**config.mk**
```make
export PLATFORM = sky130hd
export DESIGN_NAME = spi_master_burst
export DESIGN_NICKNAME = d
export VERILOG_FILES = /design/src/rtl/spi_pkg.sv /design/src/rtl/spi_clk_gen.sv /design/src/rtl/spi_master_burst.sv
export SDC_FILE = /design/constraint.sdc
export NUM_CORES = 1
export LEC_CHECK = 0
export CAP_MARGIN = 0
export CORE_ASPECT_RATIO = 0.7
export CORE_MARGIN = 5
export CORE_UTILIZATION = 49
export DETAILED_ROUTE_END_ITERATION = 12
export PLACE_DENSITY = 0.81
export RECOVER_POWER = 25
export SLEW_MARGIN = 20
export SYNTH_ARGS = -nofsm -noshare
export SYNTH_HDL_FRONTEND = slang
export SYNTH_SLANG_ARGS = --single-unit
```
**constraint.sdc**
```tcl
create_clock -name clk_pi -period 3 [get_ports clk_pi]
set_input_delay 0.3 -clock clk_pi [delete_from_list [all_inputs] [get_ports clk_pi]]
set_output_delay 0.3 -clock clk_pi [all_outputs]
set_load 0.01 [all_outputs]
```
**src/rtl/spi_pkg.sv**
```systemverilog
// Shared types and control-register layout for the burst SPI master.
package spi_pkg;

  localparam int CTRL_W       = 32;
  localparam int CTRL_SEND    = 0;
  localparam int CTRL_CPOL    = 1;
  localparam int CTRL_CPHA    = 2;
  localparam int CTRL_ERR     = 3;
  localparam int CTRL_SS_LSB  = 4;
  localparam int CTRL_SS_W    = 4;
  localparam int CTRL_NW_LSB  = 8;
  localparam int CTRL_NW_W    = 8;
  localparam int CTRL_DIV_LSB = 16;

  typedef enum logic [1:0] {
    IDLE  = 2'd0,
    SETUP = 2'd1,
    XFER  = 2'd2,
    HOLD  = 2'd3
  } state_t;

  typedef struct packed {
    logic cpol;
    logic cpha;
  } mode_t;

endpackage

```
**src/rtl/spi_clk_gen.sv**
```systemverilog
// Half-period timer and SCLK generator. The counter runs while en is high
// and raises tick on the last cycle of every half period; SCLK only toggles
// while run is high, otherwise it sits at the idle level cpol.
module spi_clk_gen #(
  parameter int DIV_W = 8
) (
  input  logic             clk,
  input  logic             rst_n,
  input  logic             en,
  input  logic             run,
  input  logic             cpol,
  input  logic [DIV_W-1:0] div,
  output logic             sclk,
  output logic             tick,
  output logic             lead_edge,
  output logic             trail_edge
);

  logic [DIV_W-1:0] cnt;

  // cnt counts up from 0 and compares against the live div value, so a
  // divider written in the same cycle as send is honoured from the first
  // SETUP cycle onward.
  assign tick       = en && (cnt == div);
  assign lead_edge  = tick && run && (sclk == cpol);
  assign trail_edge = tick && run && (sclk != cpol);

  // Half-period counter and SCLK level register.
  always_ff @(posedge clk) begin
    if (!rst_n) begin
      cnt  <= '0;
      sclk <= 1'b0;
    end else if (!en) begin
      cnt  <= '0;
      sclk <= cpol;
    end else begin
      cnt <= tick ? '0 : cnt + 1'b1;
      if (tick && run) sclk <= ~sclk;
    end
  end

endmodule

```
**src/rtl/spi_master_burst.sv**
```systemverilog
// Burst SPI master: register front end, in-place TX/RX word buffer and a
// four-state sequencer driving one of N_SS active-low slave selects.
//
//   state | meaning
//   IDLE  | SS all high, SCLK at cpol, host may write buffer/control
//   SETUP | SS low, word 0 loaded, one half period before the first edge
//   XFER  | 2*DATA_W edges per word, nwords words back-to-back
//   HOLD  | SS still low for one half period after the last edge
module spi_master_burst
  import spi_pkg::*;
#(
  parameter int DATA_W = 8,
  parameter int DEPTH  = 4,
  parameter int N_SS   = 2,
  parameter int DIV_W  = 8
) (
  input  logic                     clk_pi,
  input  logic                     rst_n_pi,
  input  logic                     wr_pi,
  input  logic                     reg_sel_pi,
  input  logic [$clog2(DEPTH)-1:0] addr_pi,
  input  logic [31:0]              wdata_pi,
  output logic [31:0]              rdata_po,
  output logic                     busy_po,
  output logic                     done_po,
  input  logic                     miso_pi,
  output logic                     mosi_po,
  output logic                     sclk_po,
  output logic [N_SS-1:0]          ss_po
);

  localparam int AW = $clog2(DEPTH);
  localparam int EW = $clog2(2 * DATA_W);
  localparam logic [EW-1:0] EDGE_LAST = EW'(2 * DATA_W - 1);

  state_t state, state_n;

  mode_t                mode;
  logic [CTRL_SS_W-1:0] ss_sel;
  logic [CTRL_NW_W-1:0] nw_m1;
  logic [DIV_W-1:0]     div;
  logic                 err;
  logic                 done_q;
  logic [CTRL_W-1:0]    rdata_q;
  logic [CTRL_W-1:0]    ctrl_rd;

  logic [DATA_W-1:0] mem [DEPTH];
  logic [DATA_W-1:0] tx_sh, rx_sh, rx_next, word0, next_word;
  logic [AW-1:0]     word_idx;
  logic [EW-1:0]     edge_cnt;
  logic              mosi_q;

  logic busy, ctrl_wr, buf_wr, ss_ok, send_ok, send_bad, cpol_nxt;
  logic tick, lead_edge, trail_edge, sclk;
  logic any_edge, shift_edge, sample_edge, word_end, last_word;
  logic unused_wdata;

  assign busy     = (state != IDLE);
  assign ctrl_wr  = wr_pi && reg_sel_pi && !busy;
  assign buf_wr   = wr_pi && !reg_sel_pi && !busy;
  assign ss_ok    = int'(wdata_pi[CTRL_SS_LSB +: CTRL_SS_W]) < N_SS;
  assign send_ok  = ctrl_wr && wdata_pi[CTRL_SEND] && ss_ok;
  assign send_bad = ctrl_wr && wdata_pi[CTRL_SEND] && !ss_ok;
  assign unused_wdata = ^wdata_pi;

  // Idle SCLK follows the cpol being written this cycle, so SETUP already
  // starts at the new idle level.
  assign cpol_nxt = ctrl_wr ? wdata_pi[CTRL_CPOL] : mode.cpol;

  assign any_edge    = lead_edge || trail_edge;
  assign shift_edge  = mode.cpha ? lead_edge : trail_edge;
  assign sample_edge = mode.cpha ? trail_edge : lead_edge;
  assign word_end    = trail_edge && (edge_cnt == EDGE_LAST);
  assign last_word   = (word_idx == nw_m1[AW-1:0]);
  assign rx_next     = {rx_sh[DATA_W-2:0], miso_pi};
  assign word0       = mem[0];
  assign next_word   = mem[word_idx + 1'b1];

  spi_clk_gen #(.DIV_W(DIV_W)) u_clk_gen (
    .clk        (clk_pi),
    .rst_n      (rst_n_pi),
    .en         (busy),
    .run        (state == XFER),
    .cpol       (cpol_nxt),
    .div        (div),
    .sclk       (sclk),
    .tick       (tick),
    .lead_edge  (lead_edge),
    .trail_edge (trail_edge)
  );

  // State register.
  always_ff @(posedge clk_pi) begin
    if (!rst_n_pi) state <= IDLE;
    else           state <= state_n;
  end

  // Next-state logic.
  always_comb begin
    state_n = state;
    case (state)
      IDLE:    if (send_ok) state_n = SETUP;
      SETUP:   if (tick) state_n = XFER;
      XFER:    if (word_end && last_word) state_n = HOLD;
      HOLD:    if (tick) state_n = IDLE;
      default: state_n = IDLE;
    endcase
  end

  // Control register readback image; send reads back as busy.
  always_comb begin
    ctrl_rd = '0;
    ctrl_rd[CTRL_SEND] = busy;
    ctrl_rd[CTRL_CPOL] = mode.cpol;
    ctrl_rd[CTRL_CPHA] = mode.cpha;
    ctrl_rd[CTRL_ERR]  = err;
    ctrl_rd[CTRL_SS_LSB +: CTRL_SS_W]  = ss_sel;
    ctrl_rd[CTRL_NW_LSB +: CTRL_NW_W]  = nw_m1;
    ctrl_rd[CTRL_DIV_LSB +: DIV_W]     = div;
  end

  // Control fields, sticky error, done pulse and registered read port.
  always_ff @(posedge clk_pi) begin
    if (!rst_n_pi) begin
      mode    <= '0;
      ss_sel  <= '0;
      nw_m1   <= '0;
      div     <= '0;
      err     <= 1'b0;
      done_q  <= 1'b0;
      rdata_q <= '0;
    end else begin
      done_q <= (state == HOLD) && tick;
      if (wr_pi && busy) begin
        err <= 1'b1;
      end else if (ctrl_wr) begin
        mode.cpol <= wdata_pi[CTRL_CPOL];
        mode.cpha <= wdata_pi[CTRL_CPHA];
        ss_sel    <= wdata_pi[CTRL_SS_LSB +: CTRL_SS_W];
        nw_m1     <= wdata_pi[CTRL_NW_LSB +: CTRL_NW_W];
        div       <= wdata_pi[CTRL_DIV_LSB +: DIV_W];
        err       <= send_bad;
      end
      rdata_q <= reg_sel_pi ? ctrl_rd : CTRL_W'(mem[addr_pi]);
    end
  end

  // Word buffer: host writes while idle, received words replace sent ones.
  always_ff @(posedge clk_pi) begin
    if (rst_n_pi) begin
      if (buf_wr)
        mem[addr_pi] <= wdata_pi[DATA_W-1:0];
      else if ((state == XFER) && word_end)
        mem[word_idx] <= mode.cpha ? rx_next : rx_sh;
    end
  end

  // Shift datapath. For cpha=0 the MSB goes straight onto MOSI at load time;
  // for cpha=1 it appears on the first leading edge.
  always_ff @(posedge clk_pi) begin
    if (!rst_n_pi) begin
      tx_sh    <= '0;
      rx_sh    <= '0;
      word_idx <= '0;
      edge_cnt <= '0;
      mosi_q   <= 1'b0;
    end else begin
      case (state)
        IDLE: begin
          if (send_ok) begin
            word_idx <= '0;
            edge_cnt <= '0;
            rx_sh    <= '0;
            if (wdata_pi[CTRL_CPHA]) begin
              tx_sh <= word0;
            end else begin
              mosi_q <= word0[DATA_W-1];
              tx_sh  <= word0 << 1;
            end
          end
        end
        XFER: begin
          if (word_end) begin
            edge_cnt <= '0;
            rx_sh    <= '0;
            if (!last_word) begin
              word_idx <= word_idx + 1'b1;
              if (mode.cpha) begin
                tx_sh <= next_word;
              end else begin
                mosi_q <= next_word[DATA_W-1];
                tx_sh  <= next_word << 1;
              end
            end
          end else begin
            if (any_edge) edge_cnt <= edge_cnt + 1'b1;
            if (sample_edge) rx_sh <= rx_next;
            if (shift_edge) begin
              mosi_q <= tx_sh[DATA_W-1];
              tx_sh  <= tx_sh << 1;
            end
          end
        end
        HOLD: begin
          if (tick) mosi_q <= 1'b0;
        end
        default: ;
      endcase
    end
  end

  assign rdata_po = rdata_q;
  assign busy_po  = busy;
  assign done_po  = done_q;
  assign mosi_po  = mosi_q;
  assign sclk_po  = sclk;
  assign ss_po    = busy ? ~(N_SS'(1) << ss_sel) : '1;

endmodule

```
==> results.cfg <==
[run_status]
status = completed

[floorplan]
rows = 32
start_util_pct = 49.43
die_h_um = 97.69
core_um2 = 10890
io-pin-count = 77
dieWidth_um = 135.3
die_area_um2 = 13210

[cts]
clkLatencyLatePin_ns = 0.41
cts_tree = done
clkTransAtPathRegs_ns = 0.06
cts_root_buffer = clkbuf_16
cts_hold_buffers = 0
cts_num_sinks = 114
htree_levels = 4
clk_path_buf_depth = 2
cts_made_buffers = 17

[placement]
placedCellCount = 742
placed_cell_area_um2 = 6183
gp_congestion = 0.8482
dp_hpwl_um = 9587
io_buffers = 60

[detailed_routing]
drt.antenna.violating_nets = 0
wl_um = 13530
drtIter0Drc = 466
route.detailed.drc = 0
vias = 4384
viasPerCell = 5.664
dr.pass1.iters = 5
wl_per_cell_um = 17.48

[critical_path]
crit_family = simple AND/OR/NAND/NOR gates
reg2reg_from = state[1]$_SDFFE_PN0P_
r2r_slack_ns = 0.10
worstPathMaxFanout = 8
crit_slowest_cell = or4_4
worst-r2r-cell-count = 7
cp-end-kind = register
reg2reg_to = mem[2][0]$_DFFE_PP_
crit_type = reg -> reg
critPathMaxStageDelay_ns = 0.57
worstPathBufferInverterCount = 2
worstPathCellList = inv_1 > ha_1 > or4_4 > or4_1 > mux2i_2 > and3_1 > buf_12
startpoint_type = register
critPathArrivalTime_ns = 3.02
worstPathRequired_ns = 3.12

[sta]
fmax_mhz = 345.1
finalHoldViolCount = 0
worstMarginPinSlew_ns = 0.9970
setup_tns_ns = 0
slew_headroom_pct = 33.53
setup_viol = 0
min_period_over_period_pct = 96.58
period_needed_ns = 2.898
fin_skew_ns = 0.01097
drv_slew = 0
rsz0062_at_grt = no

[power_and_ir_drop]
ir_drop_mv = 0.4000
switching_share_pct = 27.76
seq_power_share_pct = 39.1
power_leakage_uw = 0.002570
pwr-share-clk_pct = 44.4
p_total_uw = 4400
pwr-share-comb_pct = 16.4
p_int_uw = 3179
pwr_density_cell_nw_per_um2 = 649.1
p_sw_uw = 1221

[min_path]
min_delay_path_depth = 3
hold_class = in -> reg
holdPathEnd = nw_m1[6]$_SDFFE_PN0P_
min-delay-start = wdata_pi[14]

[run]
maxCapViolCount = 0

[yosys]
synth_cell_type_count = 54
synthTopCellsByArea = dfxtp_1 (30%), edfxtp_1 (18%), mux4_2 (6.7%)
synthCells = 544
yosysTopAreaCell = dfxtp_1
syn_area_per_cell_um2 = 9.895
async_reset_ff_share_pct = 0
synth-compound-area-share_pct = 12.11
ys.flop_type = dfxtp_1
synthXorXnorAreaFrac_pct = 3.092
synth_mux_area_share_pct = 13.16
yosys.area_share.adder_pct = 1.627
synth_edf_count = 32
synth_seq_area_share_pct = 48.35
synthSimpleGateAreaFrac_pct = 16.78
synth_top_family_by_area = simple AND/OR/NAND/NOR gates
synth_area_um2 = 5383
synth_top_area_share_pct = 30.50
ys_warn_count = 0
synth-seq-cells = 114

[grt]
grt_pass1_vias = 4137
grt_start_max_net_pins = 47
grt_pass1_wl_um = 21500
grt_usage_pct = 20.71
overflow = 0
antenna_found_initial = 0

[finish]
syn2layout_area_growth_pct = 25.94
n_antenna_cell = 0
mostFrequentLayoutCells = nand2_1 (86), dfxtp_1 (82), a21oi_1 (40)
nFillCells = 858
mostFrequentLayoutCell = nand2_1
layoutNonFillerInstCount = 774
final_cell_area_um2 = 6779
final_nets = 654
drive_above_1_share_pct = 14.01
## synthesized netlist by cell type, drive strengths merged, types with 7 or more instances
| library cell | number |
|---|---|
| edfxtp | 32 |
| dfxtp | 82 |
| buf | 21 |
| nand3 | 22 |
| clkbuf | 25 |
| mux2i | 31 |
| and3 | 21 |
| nor2 | 31 |
| o21ai | 20 |
| mux4 | 16 |
| nand4 | 10 |
| xnor2 | 13 |
| nand2 | 86 |
| inv | 9 |
| ha | 7 |
| a211oi | 9 |
| a21oi | 43 |
## layer usage
metal	GRT usage (%)	share of wire, %	vias up
met3	5.435	7.4	16
met5	0	0	-
li1	-	-	2074
met1	29.16	44	2128
met4	5.500	0.96	0
met2	31.73	48	166
## per-stage QoR
| step | util [%] | hold WS [ns] | setup slack [ns] |
|---|---|---|---|
| 2_1_floorplan | - | 0.4319 | 0.06378 |
| 3_3_place_gp | 56.78 | 0.4378 | 0.1504 |
| 3_5_place_dp | 56.78 | 0.4469 | 0.03924 |
| 4_1_cts | 62.17 | 0.4218 | 0.1025 |
| 5_1_grt | 62.25 | 0.4355 | 0.02182 |
| 6_report | 62.25 | 0.4339 | 0.1025 |
## cell families after synthesis
logic type,Yosys count
and+or+nand+nor,194
DFF,114
AOI/OAI and AO/OA,103
buffers and inverters,56
muxes,50
xor gates and xnor gates,19
adders and majority gates,7
other,1
## timing repair
| action | 4_1_cts | 5_1_grt |
|---|---|---|
| resized for setup | 0 | 2 |
| setup buffers | 0 | 0 |
| setup endpoints to repair | 0 | 8 |
## how the worst max path moves through the flow
stage | startpoint | endpoint | cells past startpoint
6_report | state[1]$_SDFFE_PN0P_ | mem[2][0]$_DFFE_PP_ | 7
2_1_floorplan | state[0]$_SDFFE_PN0P_ | mem[0][0]$_DFFE_PP_ | 8
3_3_place_gp | reg_sel_pi | tx_sh[3]$_SDFFE_PN0P_ | 8
3_5_place_dp | wr_pi | tx_sh[3]$_SDFFE_PN0P_ | 8
5_1_grt | state[0]$_SDFFE_PN0P_ | mem[2][0]$_DFFE_PP_ | 9
4_1_cts | state[0]$_SDFFE_PN0P_ | tx_sh[3]$_SDFFE_PN0P_ | 9
## sequential cells by signal (all words and copies together), names as in the netlist
register	cells
state	2
ss_sel	4
rx_sh	8
err	1
done_po	1
rdata_po	24
ctrl_rd	2
nw_m1	8
word_idx	2
mem	32
div	8
mosi_po	1
u_clk_gen.cnt	8
tx_sh	8
u_clk_gen.sclk	1
edge_cnt	4
## worst min-delay path, cell delays in order
cell and delay [ns]:
clkdlybuf4s50_1 0.39, nand2_1 0.05, a21oi_1 0.05
## power by group through the flow
stage | logic, uW | clock network [uW] | registers (uW)
2_1_floorplan | 448 | 0 | 1750
3_3_place_gp | 689 | 0 | 1750
3_5_place_dp | 709 | 0 | 1750
4_1_cts | 715 | 1970 | 1720
5_1_grt | 779 | 2040 | 1730
6_report | 723 | 1950 | 1720
## layout make-up
cell class              count  area, um^2  area share (%)
multi-input cells         381        2570           37.91
clock buffers              19       464.2           6.848
flip-flops and latches    114        2603           38.39
inverters                  10       37.54          0.5537
clock inverters            13       122.6           1.809
repair buffers             84       790.8           11.66
well taps                 153       191.4           2.824
Power figures use the tool's default switching activity.
